<file path="src/rtl/sram_like_slave_pkg.sv">
`default_nettype none
// ============================================================================
//  Module      : mycpu_pkg
//  Description : Shared definitions for the sram-like responder: response
//                delay width, response-queue entry layout and the idle value
//                of the read-data bus.
//  Ports       : none (package)
//  Revision    : 1.0 - initial release
// ============================================================================
package mycpu_pkg;

  localparam int SRAM_DELAY_W = 3;

  localparam logic [31:0] RDATA_RST_VAL = 32'h0000_0000;

  typedef struct packed {
    logic                    valid;
    logic                    is_wr;
    logic                    filled;
    logic [SRAM_DELAY_W-1:0] cnt;
    logic [31:0]             data;
  } q_entry_t;

endpackage : mycpu_pkg
`default_nettype wire

</file>
<file path="src/rtl/sram_like_slave_if.sv">
`default_nettype none
// ============================================================================
//  Module      : sram_like_slave_if
//  Description : Sram-like request/response bus between a pipeline stage
//                (master) and the memory responder (slave).
//  Signals     : req, wen[3:0], addr[31:0], wdata[31:0], delay_cfg  (m -> s)
//                addr_ok, data_ok, rdata[31:0]                      (s -> m)
//  Revision    : 1.0 - initial release
// ============================================================================
interface sram_like_slave_if;
  import mycpu_pkg::*;

  logic                    req;
  logic [3:0]              wen;
  logic [31:0]             addr;
  logic [31:0]             wdata;
  logic [SRAM_DELAY_W-1:0] delay_cfg;
  logic                    addr_ok;
  logic                    data_ok;
  logic [31:0]             rdata;

  modport master (
    output req, wen, addr, wdata, delay_cfg,
    input  addr_ok, data_ok, rdata
  );

  modport slave (
    input  req, wen, addr, wdata, delay_cfg,
    output addr_ok, data_ok, rdata
  );

endinterface : sram_like_slave_if
`default_nettype wire

</file>
<file path="src/rtl/sram_like_slave_resp_queue.sv">
`default_nettype none
// ============================================================================
//  Module      : resp_queue
//  Description : DEPTH-entry circular buffer of outstanding responses. Each
//                entry counts down its extra delay and is filled with RAM read
//                data (or zero for writes) the cycle after it was pushed.
//  Ports       : clk, reset        - clock, async active-high reset
//                i_push/_is_wr/_cnt - allocate entry at tail
//                i_fill_data        - RAM read data for the pending fill
//                i_pop              - retire head entry
//                o_head             - current head entry
//                o_head_filling     - head is being filled this cycle
//                o_count            - number of valid entries
//  Revision    : 1.0 - initial release
// ============================================================================
module resp_queue
  import mycpu_pkg::*;
#(
  parameter int DEPTH = 2
) (
  input  logic                    clk,
  input  logic                    reset,
  input  logic                    i_push,
  input  logic                    i_push_is_wr,
  input  logic [SRAM_DELAY_W-1:0] i_push_cnt,
  input  logic [31:0]             i_fill_data,
  input  logic                    i_pop,
  output q_entry_t                o_head,
  output logic                    o_head_filling,
  output logic [$clog2(DEPTH):0]  o_count
);

  // Index width kept at least 1 so DEPTH=1 still has a legal pointer.
  localparam int AW = (DEPTH > 1) ? $clog2(DEPTH) : 1;

  q_entry_t               r_q [DEPTH];
  logic [AW-1:0]          r_head;
  logic [AW-1:0]          r_tail;
  logic [AW-1:0]          r_fill_idx;
  logic                   r_fill_pend;
  logic [$clog2(DEPTH):0] r_count;

  function automatic logic [AW-1:0] f_next(input logic [AW-1:0] p);
    return (p == AW'(DEPTH - 1)) ? '0 : p + 1'b1;
  endfunction

  always_ff @(posedge clk or posedge reset) begin
    if (reset) begin
      for (int i = 0; i < DEPTH; i++) begin
        r_q[i] <= '0;
      end
      r_head      <= '0;
      r_tail      <= '0;
      r_fill_idx  <= '0;
      r_fill_pend <= 1'b0;
      r_count     <= '0;
    end else begin
      for (int i = 0; i < DEPTH; i++) begin
        if (r_q[i].valid && (r_q[i].cnt != '0)) begin
          r_q[i].cnt <= r_q[i].cnt - SRAM_DELAY_W'(1);
        end
      end

      // RAM data for the entry pushed last cycle lands now.
      if (r_fill_pend) begin
        r_q[r_fill_idx].filled <= 1'b1;
        r_q[r_fill_idx].data   <= r_q[r_fill_idx].is_wr ? 32'h0 : i_fill_data;
      end

      if (i_pop) begin
        r_q[r_head].valid <= 1'b0;
        r_head            <= f_next(r_head);
      end

      // A push never targets the head or the filling slot: acceptance is
      // blocked while full, so the tail slot is always free.
      if (i_push) begin
        r_q[r_tail] <= '{valid: 1'b1, is_wr: i_push_is_wr, filled: 1'b0,
                         cnt: i_push_cnt, data: 32'h0};
        r_tail      <= f_next(r_tail);
        r_fill_idx  <= r_tail;
      end
      r_fill_pend <= i_push;

      case ({i_push, i_pop})
        2'b10:   r_count <= r_count + 1'b1;
        2'b01:   r_count <= r_count - 1'b1;
        default: r_count <= r_count;
      endcase
    end
  end

  assign o_head         = r_q[r_head];
  assign o_head_filling = r_fill_pend && (r_fill_idx == r_head);
  assign o_count        = r_count;

endmodule : resp_queue
`default_nettype wire

</file>
<file path="src/rtl/sram_like_slave.sv">
`default_nettype none
// ============================================================================
//  Module      : sram_like_slave
//  Description : Sram-like responder. Accepts up to DEPTH outstanding
//                requests, issues each on a synchronous single-port RAM in
//                acceptance order and returns in-order responses after a
//                per-request extra delay.
//  Ports       : clk, reset   - clock, async active-high reset
//                sbus         - sram-like bus (slave modport)
//                o_ram_en/_we/_addr/_wdata, i_ram_rdata - RAM port
//  Revision    : 1.0 - initial release
// ============================================================================
module sram_like_slave
  import mycpu_pkg::*;
#(
  parameter int IDX_W = 16,
  parameter int DEPTH = 2
) (
  input  logic               clk,
  input  logic               reset,
  sram_like_slave_if.slave   sbus,
  output logic               o_ram_en,
  output logic [3:0]         o_ram_we,
  output logic [IDX_W-1:0]   o_ram_addr,
  output logic [31:0]        o_ram_wdata,
  input  logic [31:0]        i_ram_rdata
);

  localparam int CW = $clog2(DEPTH) + 1;

  q_entry_t        w_head;
  logic            w_head_filling;
  logic [CW-1:0]   w_count;
  logic            w_accept;
  logic            w_retire;
  logic [31:0]     w_resp_data;
  logic            w_addr_unused;

  // Occupancy before this cycle's retirement gates acceptance, so there is
  // no combinational path from data_ok back to addr_ok.
  assign w_accept = sbus.req && !reset && (w_count < CW'(DEPTH));

  assign w_retire = w_head.valid && (w_head.cnt == '0) &&
                    (w_head.filled || w_head_filling);

  // Bypass RAM output when the head is filled in the same cycle it retires.
  assign w_resp_data = w_head.filled ? w_head.data :
                       (w_head.is_wr ? 32'h0 : i_ram_rdata);

  assign sbus.addr_ok = w_accept;
  assign sbus.data_ok = w_retire;
  assign sbus.rdata   = w_retire ? w_resp_data : RDATA_RST_VAL;

  assign o_ram_en    = w_accept;
  assign o_ram_we    = w_accept ? sbus.wen : 4'h0;
  assign o_ram_addr  = w_accept ? sbus.addr[IDX_W+1:2] : '0;
  assign o_ram_wdata = w_accept ? sbus.wdata : 32'h0;

  assign w_addr_unused = ^{sbus.addr[31:IDX_W+2], sbus.addr[1:0]};

  resp_queue #(
    .DEPTH (DEPTH)
  ) u_resp_queue (
    .clk            (clk),
    .reset          (reset),
    .i_push         (w_accept),
    .i_push_is_wr   (|sbus.wen),
    .i_push_cnt     (sbus.delay_cfg),
    .i_fill_data    (i_ram_rdata),
    .i_pop          (w_retire),
    .o_head         (w_head),
    .o_head_filling (w_head_filling),
    .o_count        (w_count)
  );

endmodule : sram_like_slave
`default_nettype wire

</file>
<file path="src/flat_wrapper.sv">
// flat-port wrapper written by rule: the top's interface ports become plain ports
module sram_like_slave_flat import mycpu_pkg::*;
#(
  parameter int IDX_W = 16,
  parameter int DEPTH = 2
)
  (clk, reset, o_ram_en, o_ram_we, o_ram_addr, o_ram_wdata, i_ram_rdata, sbus_req, sbus_wen, sbus_addr, sbus_wdata, sbus_delay_cfg, sbus_addr_ok, sbus_data_ok, sbus_rdata);
  sram_like_slave_if sbus_i ();
  input  logic clk;
  input  logic reset;
  output logic o_ram_en;
  output logic [3:0] o_ram_we;
  output logic [IDX_W-1:0] o_ram_addr;
  output logic [31:0] o_ram_wdata;
  input  logic [31:0] i_ram_rdata;
  input wire logic [$bits(sbus_i.req)-1:0] sbus_req;
  input wire logic [$bits(sbus_i.wen)-1:0] sbus_wen;
  input wire logic [$bits(sbus_i.addr)-1:0] sbus_addr;
  input wire logic [$bits(sbus_i.wdata)-1:0] sbus_wdata;
  input wire logic [$bits(sbus_i.delay_cfg)-1:0] sbus_delay_cfg;
  output wire logic [$bits(sbus_i.addr_ok)-1:0] sbus_addr_ok;
  output wire logic [$bits(sbus_i.data_ok)-1:0] sbus_data_ok;
  output wire logic [$bits(sbus_i.rdata)-1:0] sbus_rdata;
  assign sbus_i.req = sbus_req;
  assign sbus_i.wen = sbus_wen;
  assign sbus_i.addr = sbus_addr;
  assign sbus_i.wdata = sbus_wdata;
  assign sbus_i.delay_cfg = sbus_delay_cfg;
  assign sbus_addr_ok = sbus_i.addr_ok;
  assign sbus_data_ok = sbus_i.data_ok;
  assign sbus_rdata = sbus_i.rdata;
  sram_like_slave #(.IDX_W(IDX_W), .DEPTH(DEPTH)) u_core (.clk(clk), .reset(reset), .sbus(sbus_i), .o_ram_en(o_ram_en), .o_ram_we(o_ram_we), .o_ram_addr(o_ram_addr), .o_ram_wdata(o_ram_wdata), .i_ram_rdata(i_ram_rdata));
endmodule
</file>
<file path="config.mk">
export PLATFORM = sky130hd
export DESIGN_NAME = sram_like_slave_flat
export DESIGN_NICKNAME = d
export VERILOG_FILES = /design/src/rtl/sram_like_slave_pkg.sv /design/src/rtl/sram_like_slave_if.sv /design/src/rtl/sram_like_slave_resp_queue.sv /design/src/rtl/sram_like_slave.sv /design/src/flat_wrapper.sv
export SDC_FILE = /design/constraint.sdc
export NUM_CORES = 1
export LEC_CHECK = 0
export BUFFER_PORTS_ARGS = -buffer_cell sky130_fd_sc_hd__buf_2
export CAP_MARGIN = 15
export CORE_ASPECT_RATIO = 2
export CORE_MARGIN = 4
export CORE_UTILIZATION = 45
export CTS_CLUSTER_SIZE = 30
export DETAILED_ROUTE_END_ITERATION = 16
export PLACE_DENSITY = 0.9
export SYNTH_ARGS = -nofsm -noshare
export SYNTH_HDL_FRONTEND = slang
export SYNTH_HIERARCHICAL = 1
export SYNTH_SLANG_ARGS = --single-unit
</file>
<file path="constraint.sdc">
create_clock -name clk -period 2.45 [get_ports clk]
set_clock_uncertainty 0.05 [all_clocks]
set_input_delay 0.245 -clock clk [delete_from_list [all_inputs] [get_ports clk]]
set_output_delay 0.245 -clock clk [all_outputs]
set_load 0.05 [all_outputs]
</file>
==> impl_metrics.py, run 1 <==
metrics = {
    "power_and_ir_drop": {
        "total_power_uw": 10400,
        "p_leak_uw": 0.00338,
        "power_density_nw_per_um2": 1440,
        "ir_drop_mv": 0.707,
    },
    "timing": {
        "rsz0062_at_grt": "yes",
        "whs_ps": -0.986,
        "fin_ws_ps": -215,
        "finalCritPeriodShare_pct": 109,
        "maxSlewViolCount": 0,
        "tightest_slew_ps": 820,
        "hold_viol": 1,
        "finalCriticalPeriod_ps": 2670,
        "fin_setup_tns_ps": -5770,
        "slew_headroom_pct": 45.3,
        "max_freq_ghz": 0.375,
        "setup_viol": 33,
    },
    "global_route": {
        "grt_max_degree": 47,
        "grt_overflow": 0,
        "grt_pass1_wl_um": 24800,
        "gr-usage-all-layers_pct": 25.8,
        "grt_pass1_vias": 4904,
        "antenna_found_initial": 0,
    },
    "clock_network": {
        "tritoncts": "yes",
        "ctsHtreeMaxLevel": 3,
        "clock_latency_ps": 340,
        "path_clk_slew_ps": 60,
        "cts_buffer_depth": 2,
        "cts-root-buf": "clkbuf_16",
        "cts_made_buffers": 9,
        "cts.sinks": 82,
    },
    "synth": {
        "yosys-top-cells-area": "dfrtp_1, a22o_1, mux2_2, a211oi_2, and2_1",
        "synth-seq-cells": 82,
        "yosysWarnings": 6,
        "synthDistinctLibCells": 32,
        "synth_ff_type": "dfrtp_1",
        "async_reset_ff_share_pct": 100,
        "ys_seq_area_share_pct": 42.2,
        "syn_area_per_cell_um2": 10.8,
        "synth_enable_flop_cells": 0,
        "syn_inst": 450,
        "syn_nets": 561,
        "syn_area_um2": 4860,
        "synth_top_area_share_pct": 42.2,
        "synth_area_leader_cell": "dfrtp_1",
    },
    "setup_path": {
        "reg2regPathDepth": 10,
        "reg2reg_slack_ps": 40,
        "cp.required_ps": 2150,
        "cp_cell_sequence": "buf_6 -> nand2_2 -> o21ai_2 -> or4b_4 -> buf_4 -> buf_12 -> a211oi_4 -> buf_6",
        "crit_cells": 8,
        "cp_top_family": "simple AND/OR/NAND/NOR gates",
        "crit_arrival_ps": 2370,
        "cpMaxStageDelayCell": "or4b_4",
        "worst-path-max-fanout": 8,
        "critPathBufInv": 4,
        "r2r_start": "u_core/u_resp_queue/r_head$_DFFE_PP0P_",
        "path_class": "reg2out",
        "critPathMostFrequentCell": "buf_6",
        "r2r-end": "u_core/u_resp_queue/o_count[1]$_DFFE_PP0P_",
        "critPathLaunch": "u_core/u_resp_queue/r_head$_DFFE_PP0P_",
        "cp-endpoint": "sbus_rdata[21]",
        "slowest_delay_ps": 600,
        "crit_path_start_kind": "register",
        "crit_path_end_kind": "output pin",
    },
    "die": {
        "dieHeight_um": 155,
        "io_pins": 193,
        "row_count": 53,
        "dieArea_um2": 12600,
        "core_um2": 10500,
        "die_w_um": 81.5,
        "initial_core_util_pct": 46.1,
    },
    "final_layout": {
        "final_common_cell": "buf_2",
        "layout_common_cells": "buf_2, dfrtp_1, a22o_1",
        "area_growth_pct": 48.0,
        "fin_nets": 754,
        "design_area_um2": 7190,
        "drive_gt1_share_pct": 55.1,
        "nFillCells": 692,
        "antenna_cells": 0,
    },
    "outcome": {
        "violations": "hold timing, setup timing",
        "status": "finished, violations left",
    },
    "job": {
        "drv_cap": 0,
    },
    "route": {
        "wl_per_cell_um": 20.2,
        "drt_first_pass_iters": 5,
        "wl_um": 15800,
        "drt_iter0_markers": 349,
        "num_vias": 4526,
        "drc": 0,
        "ant_nets": 0,
        "drt-vias-per-instance": 5.77,
    },
    "placement": {
        "dpl.hpwl_um": 10200,
        "postPlaceCellArea_um2": 6210,
        "port_buffers": 176,
        "gp_congestion": 0.810,
    },
    "hold_path": {
        "hold_class": "in2async",
    },
}
worst min-delay path by stage:
stage / endpoint / slack (ps) / startpoint
3_5_place_dp: u_core/u_resp_queue/o_count[1]$_DFFE_PP0P_ / 380 / reset
2_1_floorplan: u_core/u_resp_queue/r_q[32]$_DFF_PP0_ / 310 / sbus_delay_cfg[0]
6_report: u_core/u_resp_queue/r_fill_pend$_DFF_PP0_ / -1 / reset
4_1_cts: u_core/u_resp_queue/r_fill_pend$_DFF_PP0_ / 20 / reset
3_3_place_gp: u_core/u_resp_queue/o_count[1]$_DFFE_PP0P_ / 360 / reset
5_1_grt: u_core/u_resp_queue/r_fill_pend$_DFF_PP0_ / 60 / reset
worst register-to-register path, cell delays in order (launching register included):
cell     delay (ps)
dfrtp_2         440
buf_6           140
nand2_2          80
o21ai_2          60
or4b_4          600
buf_16          190
nor2_4          150
buf_4           150
ha_4            210
nor2_2          120
xor2_1          140
routing by layer:
| layer | wire, um | track usage [%] | share of wire [%] | vias up |
|---|---|---|---|---|
| met3 | 1070 | 5.39 | 6.7 | 42 |
| met4 | 662 | 12.8 | 4.2 | 0 |
| met2 | 8850 | 47.0 | 56 | 268 |
| met5 | 0 | 0 | 0 | - |
| li1 | - | - | - | 1970 |
| met1 | 5250 | 26.9 | 33 | 2246 |
cells in the mapped netlist, types with 5 or more instances:
master,instances
inv_1,9
a22o_1,64
mux2_2,39
nor2_1,6
ha_1,5
nand2_1,53
and2_1,54
dfrtp_1,82
or3b_2,30
xnor2_1,5
buf_2,19
o21ai_0,10
a211oi_2,29
buf_6,6
clkbuf_1,14
registers in the layout, summed over array words and instances (netlist names):
| name | count |
|---|---|
| u_core/u_resp_queue/r_q | 76 |
| u_core/u_resp_queue/o_count | 2 |
| u_core/u_resp_queue/r_fill_idx | 1 |
| u_core/u_resp_queue/r_fill_pend | 1 |
| u_core/u_resp_queue/r_head | 1 |
| u_core/u_resp_queue/r_tail | 1 |
per-stage QoR:
stage | instances | setup slack [ps] | util [%]
after floorplan | 450 | -128 | -
after global placement | 742 | 21.5 | 58.9
after detailed placement | 742 | -32.2 | 58.9
after CTS | 771 | -200 | 66.8
after global routing | 785 | -255 | 68.2
final | 785 | -215 | 68.2
timing repair:
action                     in CTS  in global routing
hold buffers                    0                  0
hold endpoints to repair        0                  0
pin swaps                      34                  7
setup buffers                   8                 14
gates resized for setup       107                  5
setup endpoints to repair      33                 35
cloned                          5                  0
layout make-up:
class	instances	area, um2	area share [%]
Clock inverter	5	53.8	0.748
Sequential cell	82	2050	28.6
Inverter	9	35.0	0.487
Clock buffer	11	243	3.38
Multi-Input combinational cell	317	2930	40.8
Tap cell	137	171	2.38
Timing Repair Buffer	224	1700	23.7
kinds of logic (layout without fill, tap and decap cells):
kind of cell / count (synthesis) / count (layout) / share of synthesized area [%]
flip-flops: 82 / 82 / 42.2
AO/OA/AOI/OAI: 109 / 109 / 20.9
AND/OR/NAND/NOR: 156 / 156 / 19.2
XOR/XNOR: 8 / 8 / 1.44
adder cells (fa/ha/maj): 5 / 5 / 1.29
buffers and inverters: 51 / 249 / 5.90
multiplexers: 39 / 39 / 9.04
power breakdown:
| group | internal (uW) | switching (uW) |
|---|---|---|
| clock network | 813 | 526 |
| registers | 2040 | 456 |
| logic | 3050 | 3500 |
(Power assumes the default switching activity.)
==> inputs of run 2 (changes only) <==
CORE_UTILIZATION = 35   (was 45)
PLACE_DENSITY = 0.75   (was 0.9)
==> run 2 against run 1 <==
Against the previous run: core utilization fell by 15 points; hold slack improved by 100 ps; wire length fell by 4.1%; critical endpoint is now sbus_rdata[6]; die area rose by 26%; sequential share of layout area barely moved; clock-buffer cell count fell by 1; global-route usage fell by 6.9 points; largest cell class unchanged; sequential power barely moved; clock power rose by 3%; sequential cell count did not move; first-iteration DRC count fell by 33%; the flow finishes with violations (setup timing); combinational power fell by 3%.
==> impl_metrics.py, run 2 (same netlist as run 1, synthesis figures left out) <==
metrics = {
    "route": {
        "drt_iter0_markers": 235,
        "ant_nets": 0,
        "drc": 0,
        "wl_um": 15200,
        "drt_first_pass_iters": 5,
        "num_vias": 4351,
        "wl_per_cell_um": 19.1,
        "drt-vias-per-instance": 5.47,
    },
    "outcome": {
        "violations": "setup timing",
        "status": "finished, violations left",
    },
    "timing": {
        "finalCritPeriodShare_pct": 107,
        "fin_ws_ps": -168,
        "hold_viol": 0,
        "max_freq_ghz": 0.382,
        "finalCriticalPeriod_ps": 2620,
        "slew_headroom_pct": 70.4,
        "whs_ps": 102,
        "tightest_slew_ps": 443,
        "maxSlewViolCount": 0,
        "rsz0062_at_grt": "yes",
        "setup_viol": 33,
    },
    "global_route": {
        "grt_overflow": 0,
        "grt_max_degree": 66,
        "grt_util_met2_pct": 37.3,
        "antenna_found_initial": 0,
        "gr-usage-met1_pct": 18.9,
        "gr-usage-all-layers_pct": 19.0,
        "grt_pass1_wl_um": 24100,
        "grtUsageMet3_pct": 3.75,
        "busiest_layer": "met2",
        "grt_pass1_vias": 4914,
    },
    "final_layout": {
        "layout_common_cells": "buf_2, dfrtp_1, a22o_1",
        "fin_nets": 747,
        "area_growth_pct": 48.0,
        "regMostFlops": "u_core/u_resp_queue/r_q",
        "drive_gt1_share_pct": 54.6,
        "antenna_cells": 0,
        "final_common_cell": "buf_2",
        "largest_reg_flops": 76,
        "nFillCells": 1144,
    },
    "clock_network": {
        "cts_made_buffers": 9,
        "clock_latency_ps": 330,
        "path_clk_slew_ps": 60,
        "cts_buffer_depth": 2,
        "cts-root-buf": "clkbuf_16",
        "ctsHtreeMaxLevel": 3,
        "cts.sinks": 82,
        "tritoncts": "yes",
    },
    "setup_path": {
        "path_class": "reg2out",
        "crit_path_start_kind": "register",
        "crit_path_end_kind": "output pin",
        "crit_arrival_ps": 2320,
        "worst-path-max-fanout": 6,
        "cp.required_ps": 2150,
    },
    "power_and_ir_drop": {
        "ir_drop_mv": 0.758,
        "total_power_uw": 10200,
        "power_density_nw_per_um2": 1420,
        "p_leak_uw": 0.00335,
    },
    "die": {
        "die_w_um": 91.3,
        "io_pins": 193,
        "dieArea_um2": 15900,
        "core_um2": 13500,
        "dieHeight_um": 175,
        "row_count": 60,
        "initial_core_util_pct": 36.0,
    },
    "job": {
        "drv_cap": 0,
    },
    "placement": {
        "dpl.hpwl_um": 9960,
        "port_buffers": 176,
        "gp_congestion": 0.778,
    },
    "hold_path": {
        "hold_class": "in2reg",
    },
}
-- run 2: per-layer routing --
layer  share of wire, %  vias to the layer above
met3                5.5                       29
met4                2.6                        0
met1                 35                     2175
li1                   -                     1941
met2                 57                      206
met5                  0                        -
-- run 2: power by group --
part | switching (uW) | leakage (uW) | internal, uW
Clock | 553 | 0.000146 | 828
Combinational | 3410 | 0.00213 | 2930
Sequential | 443 | 0.00107 | 2030
Total | 4410 | 0.00335 | 5800
-- run 2: worst paths after layout --
| check | startpoint | end | slack, ps | depth (start not counted) |
|---|---|---|---|---|
| setup reg to reg | u_core/u_resp_queue/r_head$_DFFE_PP0P_ | u_core/u_resp_queue/o_count[1]$_DFFE_PP0P_ | 10 | 11 |
| hold reg to reg | u_core/u_resp_queue/o_count[1]$_DFFE_PP0P_ | u_core/u_resp_queue/o_count[1]$_DFFE_PP0P_ | 440 | 1 |
| min in group asynchronous | reset | u_core/u_resp_queue/o_count[1]$_DFFE_PP0P_ | 390 | 3 |
| hold / removal | sbus_delay_cfg[0] | u_core/u_resp_queue/r_q[32]$_DFF_PP0_ | 100 | 3 |
| setup / recovery | u_core/u_resp_queue/r_head$_DFFE_PP0P_ | sbus_rdata[6] | -170 | 7 |
| max in group asynchronous | reset | u_core/u_resp_queue/r_q[3]$_DFF_PP0_ | 1300 | 4 |
-- run 2: per-stage QoR --
step | area, um2 | utilization, % | TNS, ps | cells | setup slack, ps
floorplan | 5200 | - | -1550 | 450 | -128
global placement | 6250 | 46.2 | -2.95 | 759 | -2.95
detailed placement | 6250 | 46.2 | -145 | 759 | -36.3
CTS | 7160 | 53.0 | -4150 | 793 | -156
global route | 7190 | 53.2 | -5420 | 796 | -215
finish | 7190 | 53.2 | -3720 | 796 | -168
-- run 2: repair_timing --
action / CTS / global route
buffers inserted: 11 / 4
pin swaps: 30 / 10
cloned: 6 / 2
endpoints found under the hold margin: 17 / 0
resized for setup: 105 / 10
hold buffers: 1 / 0
endpoints found under the setup margin: 33 / 35
-- run 2: cell type report --
class / count / area [um2] / area share, %
clock inverters: 6 / 71.3 / 0.991
clock buffers: 10 / 239 / 3.32
flip-flops and latches: 82 / 2050 / 28.5
well taps: 155 / 194 / 2.70
inverters: 9 / 35.0 / 0.487
multi-input cells: 317 / 2950 / 41.1
repair buffers: 217 / 1650 / 22.9
-- run 2: critical path: stages, from the launching register on --
cell and delay [ps]:
dfrtp_2 420, buf_6 150, mux2_4 190, or4b_4 520, buf_12 180, buf_16 150, a211oi_4 180, buf_6 190
==> inputs of run 3 (changes only) <==
BUFFER_PORTS_ARGS = not set   (was -buffer_cell sky130_fd_sc_hd__buf_2)
DONT_BUFFER_PORTS = 1   (was not set)
PLACE_DENSITY = 0.63   (was 0.75)
==> run 3 against run 2 <==
Against the previous run: the flow still finishes with violations (setup timing); register-to-register slack lost 50 ps; wire length is essentially flat; maximum frequency shrank 0.79%; highest routed layer unchanged; die area is the same; clock-buffer cell count is the same; core utilization grew 6.0 points; sequential share of layout area shrank 2.9 points; critical endpoint is now sbus_rdata[13]; first-iteration DRC count shrank 0.43%; global-route usage is essentially flat; cell count shrank 8.0%; critical path depth shrank 1.
==> impl_metrics.py, run 3 (same netlist as run 1, synthesis figures left out) <==
metrics = {
    "outcome": {
        "status": "finished, violations left",
        "violations": "setup timing",
    },
    "setup_path": {
        "r2r_start": "u_core/u_resp_queue/r_head$_DFFE_PP0P_",
        "slowest_delay_ps": 580,
        "crit_arrival_ps": 2340,
        "reg2reg_slack_ps": -40,
        "cp-endpoint": "sbus_rdata[13]",
        "r2r-end": "u_core/u_resp_queue/o_count[1]$_DFFE_PP0P_",
        "crit_path_end_kind": "output pin",
        "critPathMostFrequentCell": "buf_12",
        "cp.required_ps": 2150,
        "path_class": "reg2out",
        "worst-path-max-fanout": 10,
        "cpMaxStageDelayCell": "or4b_4",
        "reg2regPathDepth": 9,
        "crit_path_start_kind": "register",
        "critPathBufInv": 3,
        "critPathLaunch": "u_core/u_resp_queue/r_head$_DFFE_PP0P_",
        "cp_cell_sequence": "buf_12 -> mux2_4 -> or4b_4 -> buf_4 -> a211oi_4 -> buf_12",
        "crit_cells": 6,
        "cp_top_family": "simple AND/OR/NAND/NOR gates",
    },
    "clock_network": {
        "clock_latency_ps": 330,
        "path_clk_slew_ps": 60,
        "ctsHtreeMaxLevel": 3,
        "cts.sinks": 82,
        "cts_made_buffers": 9,
        "cts_buffer_depth": 2,
        "cts-root-buf": "clkbuf_16",
        "tritoncts": "yes",
    },
    "global_route": {
        "antenna_found_initial": 0,
        "grt_max_degree": 46,
        "grt_overflow": 0,
        "grt_pass1_wl_um": 23900,
        "gr-usage-all-layers_pct": 19.0,
        "grt_pass1_vias": 4526,
    },
    "route": {
        "drt-vias-per-instance": 5.58,
        "ant_nets": 0,
        "drt_iter0_markers": 234,
        "wl_per_cell_um": 20.7,
        "drt_first_pass_iters": 4,
        "drc": 0,
        "wl_um": 15200,
        "num_vias": 4088,
    },
    "die": {
        "initial_core_util_pct": 36.0,
        "die_w_um": 91.3,
        "io_pins": 193,
        "dieHeight_um": 175,
        "dieArea_um2": 15900,
        "row_count": 60,
        "core_um2": 13500,
    },
    "final_layout": {
        "finish.utilization_pct": 59.2,
        "nFillCells": 1040,
        "final_common_cell": "buf_12",
        "antenna_cells": 0,
        "largest_reg_flops": 76,
        "drive_gt1_share_pct": 43.8,
        "fin_nets": 684,
        "regMostFlops": "u_core/u_resp_queue/r_q",
        "area_growth_pct": 64.6,
        "instances_no_fill": 732,
        "layout_common_cells": "buf_12, dfrtp_1, a22o_1",
    },
    "timing": {
        "tightest_slew_ps": 784,
        "rsz0062_at_grt": "yes",
        "setup_viol": 34,
        "finalCriticalPeriod_ps": 2640,
        "max_freq_ghz": 0.379,
        "hold_viol": 0,
        "finalCritPeriodShare_pct": 108,
        "slew_headroom_pct": 47.7,
        "fin_ws_ps": -189,
        "maxSlewViolCount": 0,
    },
    "placement": {
        "dp_cells": 667,
        "dpl.hpwl_um": 10200,
        "post-place-ws_ps": -80.4,
        "gp_congestion": 0.768,
        "port_buffers": 0,
    },
    "power_and_ir_drop": {
        "power_density_nw_per_um2": 1250,
        "p_leak_uw": 0.00327,
        "ir_drop_mv": 0.609,
    },
    "job": {
        "drv_cap": 0,
    },
    "hold_path": {
        "hold_class": "in2reg",
    },
}
run 3: changes by cell type in the layout (fill, tap and decap cells not counted), moves of 3 or more:
| cell | change |
|---|---|
| buf_12 | +86 |
| inv_6 | -3 |
| or3b_4 | -14 |
| buf_6 | -35 |
| buf_2 | -143 |
| dlygate4sd3_1 | +32 |
| or3b_2 | +12 |
run 3: timing repair:
item | 4_1_cts | 5_1_grt
setup endpoints to repair | 34 | 77
endpoints found under the hold margin | 89 | 1
pin swaps | 6 | 32
resized for setup | 12 | 13
hold buffers | 32 | 1
gates cloned | 3 | 2
setup buffers | 11 | 1
run 3: metrics by stage:
stage | area (um2) | total power (uW) | hold WS [ps] | TNS [ps]
detailed placement | 7080 | 7920 | 234 | -1140
finish | 8000 | 10000 | 12.4 | -4940
CTS | 7890 | 9850 | 0.127 | -7950
global route | 8000 | 10500 | 0.491 | -6490
floorplan | 5200 | 6440 | 312 | -1550
global placement | 7050 | 7710 | 212 | -55.6
run 3: how the worst min path moves through the flow:
stage                                  from                                     to  slack (ps)  cells after the start
after floorplan           sbus_delay_cfg[0]  u_core/u_resp_queue/r_q[32]$_DFF_PP0_         310                      2
after global placement                reset  u_core/u_resp_queue/r_q[44]$_DFF_PP0_         210                      1
after detailed placement              reset  u_core/u_resp_queue/r_q[69]$_DFF_PP0_         230                      1
after CTS                   i_ram_rdata[14]  u_core/u_resp_queue/r_q[52]$_DFF_PP0_         0.1                      1
after global routing        i_ram_rdata[31]  u_core/u_resp_queue/r_q[69]$_DFF_PP0_         0.5                      1
final                       i_ram_rdata[14]  u_core/u_resp_queue/r_q[14]$_DFF_PP0_          10                      1
run 3: power breakdown:
| part | internal [uW] | switching (uW) |
|---|---|---|
| registers | 2040 | 460 |
| logic | 2880 | 3330 |
| clock network | 807 | 502 |
run 3: area by class of cell:
class / count / area [um2] / area share, %
Sequential cell: 82 / 2050 / 25.7
Multi-Input combinational cell: 319 / 2940 / 36.7
Clock buffer: 10 / 239 / 2.99
Timing Repair Buffer: 152 / 2490 / 31.1
Clock inverter: 5 / 55.1 / 0.688
Tap cell: 155 / 194 / 2.42
Inverter: 9 / 35.0 / 0.438
run 3: metal layers:
metal  GRT usage, %  wire length, um  vias to the layer above
met5              0                0                        -
met4           6.86              225                        0
met3           3.71              913                       12
met2           36.9             8790                      196
met1           19.7             5240                     2062
li1               -                -                     1818
